===== src/rtl/decoder_scan_seq_if.sv =====
// Scanner-to-host bus: scan controls in, decoder select/enable and status out.
// The master drives the controls; the scanner is the slave.
interface decoder_scan_seq_if #(
    parameter int DWELL_W = 8
);
    logic               start;
    logic               stop;
    logic               mode;
    logic [7:0]         mask;
    logic [DWELL_W-1:0] dwell;
    logic [2:0]         sel;
    logic               en;
    logic               busy;
    logic               done;

    modport master (
        output start, stop, mode, mask, dwell,
        input  sel, en, busy, done
    );

    modport slave (
        input  start, stop, mode, mask, dwell,
        output sel, en, busy, done
    );
endinterface


===== src/rtl/decoder_scan_seq.sv =====
// Channel scanner feeding a 3-to-8 decoder: walks sel over the set bits of a
// latched mask, holding each channel dwell+1 cycles, single-pass or wrapping.
module decoder_scan_seq #(
    parameter int DWELL_W = 8
) (
    input logic               clk,
    input logic               rst_n,
    decoder_scan_seq_if.slave bus
);
    typedef enum logic {
        IDLE   = 1'b0,
        ACTIVE = 1'b1
    } state_t;

    state_t             state_q, state_d;
    logic [2:0]         sel_q, sel_d;
    logic [DWELL_W-1:0] cnt_q, cnt_d;
    logic               done_q, done_d;
    logic [7:0]         mask_q, mask_d;
    logic [DWELL_W-1:0] dwell_q, dwell_d;
    logic               mode_q, mode_d;

    // Index of the lowest set bit; only meaningful for a non-zero mask.
    function automatic logic [2:0] lowest_bit(input logic [7:0] m);
        logic [2:0] r;
        r = 3'd0;
        for (int i = 7; i >= 0; i--) begin
            if (m[i]) r = i[2:0];
        end
        return r;
    endfunction

    // Nearest set bit strictly above the current channel, if any.
    logic       next_found;
    logic [2:0] next_sel;

    always_comb begin
        next_found = 1'b0;
        next_sel   = 3'd0;
        for (int i = 7; i >= 0; i--) begin
            if (mask_q[i] && (4'(i) > {1'b0, sel_q})) begin
                next_found = 1'b1;
                next_sel   = i[2:0];
            end
        end
    end

    always_comb begin
        // NOTE: every output of this block gets a default first, so no path
        // can leave one unassigned and infer a latch.
        state_d = state_q;
        sel_d   = sel_q;
        cnt_d   = cnt_q;
        done_d  = 1'b0;
        mask_d  = mask_q;
        dwell_d = dwell_q;
        mode_d  = mode_q;

        unique case (state_q)
            IDLE: begin
                // stop beats start; stop alone is a no-op here.
                if (bus.start && !bus.stop) begin
                    if (bus.mask != 8'd0) begin
                        state_d = ACTIVE;
                        mask_d  = bus.mask;
                        dwell_d = bus.dwell;
                        mode_d  = bus.mode;
                        sel_d   = lowest_bit(bus.mask);
                        cnt_d   = '0;
                    end else begin
                        done_d = 1'b1;
                    end
                end
            end
            ACTIVE: begin
                if (bus.stop) begin
                    state_d = IDLE;
                    cnt_d   = '0;
                end else if (cnt_q == dwell_q) begin
                    cnt_d = '0;
                    if (next_found) begin
                        sel_d = next_sel;
                    end else if (mode_q) begin
                        sel_d = lowest_bit(mask_q);
                    end else begin
                        state_d = IDLE;
                        done_d  = 1'b1;
                    end
                end else begin
                    cnt_d = cnt_q + 1'b1;
                end
            end
            default: state_d = IDLE;
        endcase
    end

    always_ff @(posedge clk) begin
        // NOTE: state registers use non-blocking assignments so every flop
        // samples the pre-edge values regardless of statement order.
        if (!rst_n) begin
            state_q <= IDLE;
            sel_q   <= 3'd0;
            cnt_q   <= '0;
            done_q  <= 1'b0;
            mask_q  <= 8'd0;
            dwell_q <= '0;
            mode_q  <= 1'b0;
        end else begin
            state_q <= state_d;
            sel_q   <= sel_d;
            cnt_q   <= cnt_d;
            done_q  <= done_d;
            mask_q  <= mask_d;
            dwell_q <= dwell_d;
            mode_q  <= mode_d;
        end
    end

    // With a one-bit state encoding, en/busy come straight off the state flop.
    assign bus.sel  = sel_q;
    assign bus.en   = (state_q == ACTIVE);
    assign bus.busy = (state_q == ACTIVE);
    assign bus.done = done_q;
endmodule


===== src/flat_wrapper.sv =====
// flat-port wrapper written by rule: the top's interface ports become plain ports
module decoder_scan_seq_flat 
#(
    parameter int DWELL_W = 8
)
  (clk, rst_n, bus_start, bus_stop, bus_mode, bus_mask, bus_dwell, bus_sel, bus_en, bus_busy, bus_done);
  decoder_scan_seq_if #(.DWELL_W(DWELL_W)) bus_i ();
  input logic clk;
  input logic rst_n;
  input wire logic [$bits(bus_i.start)-1:0] bus_start;
  input wire logic [$bits(bus_i.stop)-1:0] bus_stop;
  input wire logic [$bits(bus_i.mode)-1:0] bus_mode;
  input wire logic [$bits(bus_i.mask)-1:0] bus_mask;
  input wire logic [$bits(bus_i.dwell)-1:0] bus_dwell;
  output wire logic [$bits(bus_i.sel)-1:0] bus_sel;
  output wire logic [$bits(bus_i.en)-1:0] bus_en;
  output wire logic [$bits(bus_i.busy)-1:0] bus_busy;
  output wire logic [$bits(bus_i.done)-1:0] bus_done;
  assign bus_i.start = bus_start;
  assign bus_i.stop = bus_stop;
  assign bus_i.mode = bus_mode;
  assign bus_i.mask = bus_mask;
  assign bus_i.dwell = bus_dwell;
  assign bus_sel = bus_i.sel;
  assign bus_en = bus_i.en;
  assign bus_busy = bus_i.busy;
  assign bus_done = bus_i.done;
  decoder_scan_seq #(.DWELL_W(DWELL_W)) u_core (.clk(clk), .rst_n(rst_n), .bus(bus_i));
endmodule

===== config.mk =====
export PLATFORM = sky130hd
export DESIGN_NAME = decoder_scan_seq_flat
export DESIGN_NICKNAME = d
export VERILOG_FILES = /design/src/rtl/decoder_scan_seq_if.sv /design/src/rtl/decoder_scan_seq.sv /design/src/flat_wrapper.sv
export SDC_FILE = /design/constraint.sdc
export NUM_CORES = 1
export LEC_CHECK = 0
export ABC_CLOCK_PERIOD_IN_PS = 2930
export CAP_MARGIN = 0
export CELL_PAD_IN_SITES_DETAIL_PLACEMENT = 0
export CELL_PAD_IN_SITES_GLOBAL_PLACEMENT = 2
export CORE_MARGIN = 5
export CORE_UTILIZATION = 32
export DETAILED_ROUTE_END_ITERATION = 8
export GPL_TIMING_DRIVEN = 0
export PLACE_DENSITY = 0.84
export SETUP_SLACK_MARGIN = 0.2
export SYNTH_ARGS = -nofsm -noshare
export SYNTH_HDL_FRONTEND = slang
export SYNTH_SLANG_ARGS = --single-unit
export TNS_END_PERCENT = 50

===== constraint.sdc =====
create_clock -name clk -period 2.93 [get_ports clk]
set_clock_uncertainty 0.15 [all_clocks]
set_input_delay 0.293 -clock clk [delete_from_list [all_inputs] [get_ports clk]]
set_output_delay 0.293 -clock clk [all_outputs]
set_load 0.02 [all_outputs]

After elaboration in Yosys (flattened, before gate mapping)
Index checks and enable logic that the tools add are counted.

storage, ports and cells
  bits in registers = 30
  bits in latches = 0
  memory bits (writable) = 0
  bits in read-only memories = 0
  bits of input ports = 21
  output and inout bits = 6
  logic and storage cells = 91
  memories kept = 0

operators by class
  $add $sub $neg = 1
  $mul = 0
  divide/modulo/power cells = 0
  $lt $le $gt $ge = 7
  equality and inequality tests = 6
  shift-type cells = 0
  muxes and demuxes = 56
  bitwise operators = 1
  reduce and logical (&&, ||, !) cells = 13

operators by type and width
  kind                 number
  $mux 3               29
  $mux 8               4
  $mux 1               19
  $pmux 8 s2           1
  $gt 3x3->1 const A   4
  $add 8x1->8 const B  1
  $eq 8x8->1           1
  $logic_and 1x1->1    8
  $reduce_bool 8->1    1
  $gt 2x3->1 const A   2
  $pmux 3 s2           1
  $reduce_and 5->1     1
  $ne 2x1->1 const B   2
  $ne 2x2->1 const B   2
  $pmux 1 s2           2
  $gt 1x3->1 const A   1
  $ne 3x3->1 const B   1
  $reduce_and 3->1     1
  $reduce_and 2->1     1
  $logic_not 1->1      1
  $not 1->1            1

Logic depth before layout (Yosys ltp)
  word-level depth = 13
  gate-level depth with buffers = 7
  gate-level depth less buffers = 6

Worst setup path before layout
No wires, ideal clock.

  kind = register -> register
  from = reg u_core.sel_q[1], in the netlist u_core.bus.sel[1]
  to = reg u_core.sel_q[2], in the netlist u_core.bus.sel[2]
  setup time = 116 ps
  arrival = 1875 ps
  data required time = 2664 ps
  path slack = 789 ps
  stages on the path, launching flop included = 8
  path buffers = 1
  period minus slack after synthesis = 2141 ps
  path through = dfxtp_1 clkbuf_1 or3b_2 and4_1 o311a_1 a221oi_2 and3_1 nor2_1

between the ends
  longest elaborated chain between the ends = 13
  elaborated cells between the ends (all ways) = 34
  classes of those cells = order compare (7); eq/ne (1); mux (18); reduce/logical (8)

RTL lines
  what                                           RTL line                 RTL
  from (decl)                                    decoder_scan_seq.sv:16   logic [2:0] sel_q, sel_d;
  from (signal assigned)                         decoder_scan_seq.sv:110  sel_q <= sel_d;
  $gt 3x3->1                                     decoder_scan_seq.sv:41   if (mask_q[i] && (4'(i) > {1'b0, sel_q})) begin
  $logic_and 1x1->1                              decoder_scan_seq.sv:41
  $mux 3 or $mux 1 (tied branches) (7 in a row)  decoder_scan_seq.sv:41
  $mux 3                                         decoder_scan_seq.sv:81   if (next_found) begin
  $mux 3                                         decoder_scan_seq.sv:79   end else if (cnt_q == dwell_q) begin
  $mux 3                                         decoder_scan_seq.sv:76   if (bus.stop) begin
  $pmux 3 s2                                     decoder_scan_seq.sv:59   unique case (state_q)

Several ways; a longest one is shown, not always the timed one. The select of a mux whose other input is x is not followed.
A chain may end at the register's enable or synchronous reset.

Final worst setup path
  from = in bus_mask[6]
  to = reg u_core.cnt_q[7]

between the ends
  longest elaborated chain between the ends = 3

RTL lines
  what                               RTL line                 RTL
  from (decl)                        flat_wrapper.sv:13       input wire logic [$bits(bus_i.mask)-1:0] bus_mask;
  $reduce_bool 8->1                  decoder_scan_seq.sv:63   if (bus.mask != 8'd0) begin
  $ne 2x1->1 (no source line)        --
  $reduce_and 2->1 (no source line)  --
  to (signal assigned)               decoder_scan_seq.sv:111  cnt_q <= cnt_d;
  to (decl)                          decoder_scan_seq.sv:17   logic [DWELL_W-1:0] cnt_q, cnt_d;

Every way passes these cells.

==> results by group <==
Worst setup path
  – Slowest Stage Delay on Critical Path: 0.58 ns
  – CP startpoint kind: input port
  – Crit-path cells: clkdlybuf4s50_1 > or4_4 > o311a_4 > or2_1 > buf_6 > nand4_1 > xor2_1 > nor2_1
  – CP Capture Type: flop
  – Crit-path leading delay family: simple AND/OR/NAND/NOR gates
  – CP max-delay cell: or4_4
  – R2R Setup Slk: 0.63 ns
  – WP buf/inv: 2
  – Crit Path Category: in2reg
  – Crit-path max FO: 8
  – WP data arrival: 2.39 ns
  – Required @ worst endpoint: 2.93 ns

Synthesis
  – Yosys warns: 0
  – Synth cell types: 46
  – Synth Area in XOR/XNOR: 7.73%
  – Post-synth EDFFs: 0
  – Ys async rst share: 0%
  – Most common cell in the netlist: dfxtp_1
  – Syn_area_per_cell: 8.54 sq um
  – Top post-synthesis cells by count: dfxtp_1 (30), nor2_1 (21), nor2b_1 (19), mux2i_1 (16)
  – Biggest area consumer among synthesized cells: dfxtp_1
  – Synth Area in Simple Gates: 23.8%
  – Synth Flop Type: dfxtp_1
  – Synthesized Nets: 221
  – Synth Area in Adders: 0.736%
  – Top cells by area, synth: dfxtp_1 (35%), mux2i_1 (9.4%), xor2_1 (7.2%)
  – Main combinational cell family by area after synthesis: simple AND/OR/NAND/NOR gates
  – Seq/Total Area, Yosys: 35.3%
  – Multiplexer area fraction after synthesis: 9.42%
  – Post-synthesis sequential element count: 30
  – Post-synth top area share: 35.3%
  – Synthesized area: 0.00170 sq mm
  – Syn Inst Count: 199
  – Synth Area in Compound Gates: 18.4%

CTS
  – Setup bufs post-CTS: 0
  – Worst-Skew Late Latency: 0.27 ns
  – Cts hold-fix bufs: 0
  – Resized cells post-CTS: 0
  – Root buffer cell: clkbuf_8
  – TritonCTS clock tree: done
  – Clk sinks: 30
  – Clk pin slew, worst setup/hold paths: 0.06 ns
  – Clock tree buffer depth: 2
  – Num CTS Buffers: 5
  – H-tree depth: 2

Placement
  – Gpl congestion: 0.803
  – Post-Place Worst Slack: 0.240 ns
  – IO Port Bufs: 26
  – DP Wirelength: 3120 um

GRT
  – Initial antenna violation count: 0
  – Total congestion overflow: 0
  – Vias in the first global route: 1417
  – Total Routing Usage GR: 12.4%
  – Largest net degree at the start of global routing: 11
  – Global-route wire length before repair: 7150 um

Floorplanning
  – Die H: 82.9 um
  – I/O pins: 27
  – Die ar.: 0.00687 sq mm
  – Core Rows: 26
  – Die width: 82.9 um
  – Initial core utilization: 33.1%
  – Core Area: 0.00514 sq mm

Power and ir drop
  – Max VDD drop: 188 uV
  – Power per Cell Area: 459 mW/mm^2
  – Internal Pwr Total: 0.709 mW
  – Sequential Power Share: 45.8%
  – Clock power frac: 33.1%
  – Switching share of power: 27.5%
  – Psw: 0.269 mW
  – Leakage power: 0.819 nW
  – Combinational share of power: 21.1%
  – Power Total: 0.978 mW

Outcome
  – Status: completed

Route
  – Antenna Nets Post-Route: 0
  – Wire length per cell: 13.8 um
  – First-pass iteration count of the detailed router: 4
  – DR DRC count: 0
  – Drt total wl: 4150 um
  – Vias: 1459
  – Initial DRC Count: 84
  – Via density: 4.85

Timing
  – Tcrit/Tclk final: 81.6%
  – Crit path time final: 2.39 ns
  – Worst setup margin: 0.540 ns
  – Slew @ Worst Pin: 0.576 ns
  – RSZ-0062 raised after global routing: false
  – Sum Neg Setup Slack: 0 ns
  – Final hold violations: 0
  – FMAX: 0.418 GHz
  – Final setup vio count: 0
  – Relative slew margins: 61.4%
  – Slew Limit Fails: 0

Cells and area
  – Area delta synth->final: 25.3%
  – Diodes inserted: 0
  – FILL cells: 553
  – Fin nets: 254
  – Ratio of cells with drive above 1 in the final layout: 6.06%

Run
  – Number of max-cap violations: 0

Min path
  – HP Class: reg2reg
-- cells by family after synthesis --
logic type	count (synthesis)
AOI/OAI and AO/OA	44
xor gates and xnor gates	15
adders and majority gates	1
buffers and inverters	17
DFF	30
muxes	16
and+or+nand+nor	76
-- final timing paths --
| path | cells after the start | to | startpoint |
|---|---|---|---|
| worst max-delay path | 8 | u_core.cnt_q[7]$_SDFFE_PN0P_ | bus_mask[6] |
| worst min-delay path | 2 | u_core.dwell_q[5]$_SDFFE_PN0P_ | u_core.dwell_q[5]$_SDFFE_PN0P_ |
| worst max register to register | 7 | u_core.bus.sel[2]$_SDFFE_PN0P_ | u_core.bus.sel[1]$_SDFFE_PN0P_ |
| worst min register to register | 2 | u_core.dwell_q[5]$_SDFFE_PN0P_ | u_core.dwell_q[5]$_SDFFE_PN0P_ |
-- registers in the layout, summed over array words and instances, names as in the netlist --
name and count:
u_core.cnt_q 8, u_core.dwell_q 8, u_core.mask_q 8, u_core.bus.sel 3, u_core.bus.busy 1, u_core.bus.done 1
u_core.mode_q 1
-- power by group through the flow --
| stage | clock network [mW] | logic (mW) | registers (mW) |
|---|---|---|---|
| global route | 0.358 | 0.230 | 0.451 |
| CTS | 0.331 | 0.208 | 0.448 |
| finish | 0.323 | 0.207 | 0.448 |
| detailed placement | 0 | 0.207 | 0.457 |
| floorplan | 0 | 0.129 | 0.456 |
| global placement | 0 | 0.208 | 0.457 |
-- routing by layer --
layer	vias to the layer above	GRT usage [%]	share of wire, %
met2	30	17.3	41
met5	-	0	0
met3	6	2.48	4.4
li1	765	-	-
met1	658	18.2	53
met4	0	5.50	1.9
-- stage by stage --
stage	utilization (%)	instance area, sq um	instances	hold slack, ns
finish	41.5	2130	301	0.387
global placement	39.8	2050	295	0.370
floorplan	-	1700	199	0.281
detailed placement	39.8	2050	295	0.383
global route	41.5	2130	301	0.408
CTS	41.5	2130	301	0.389
-- worst reg2reg max path, cell delays in order, from the launching register on --
cell and delay, ns:
dfxtp_1 0.31, clkbuf_1 0.21, or3b_2 0.50, and4_1 0.20
o311a_1 0.19, a221oi_2 0.37, and3_1 0.22, nor2_1 0.04
-- layout make-up --
type / count / area, sq um / share of cell area (%)
sequential: 30 / 601 / 28.2
tap: 70 / 87.6 / 4.11
inverter: 6 / 22.5 / 1.06
timing repair buffer: 26 / 260 / 12.2
clock buffer: 6 / 82.6 / 3.88
buffer: 11 / 55.1 / 2.58
multi-input combinational: 152 / 1020 / 48.0
-- cells in the final DEF (no fill, tap or decap), drive strengths merged, types with 2 or more instances in the layout --
cell type      netlist  layout
a21oi               14      14
a31oi                2       2
and3                 5       5
buf                  4       4
clkbuf               7      13
clkdlybuf4s50        0      26
dfxtp               30      30
inv                  6       6
mux2i               16      16
nand2               10      10
nand2b               3       3
nand4                5       5
nor2                21      21
nor2b               19      19
nor3                 2       2
nor4                 3       3
o21ai                7       7
o21bai               4       4
o311a                2       2
o31a                 2       2
o31ai                2       2
xor2                14      14
Note: power is estimated with default switching activity, not from simulation.
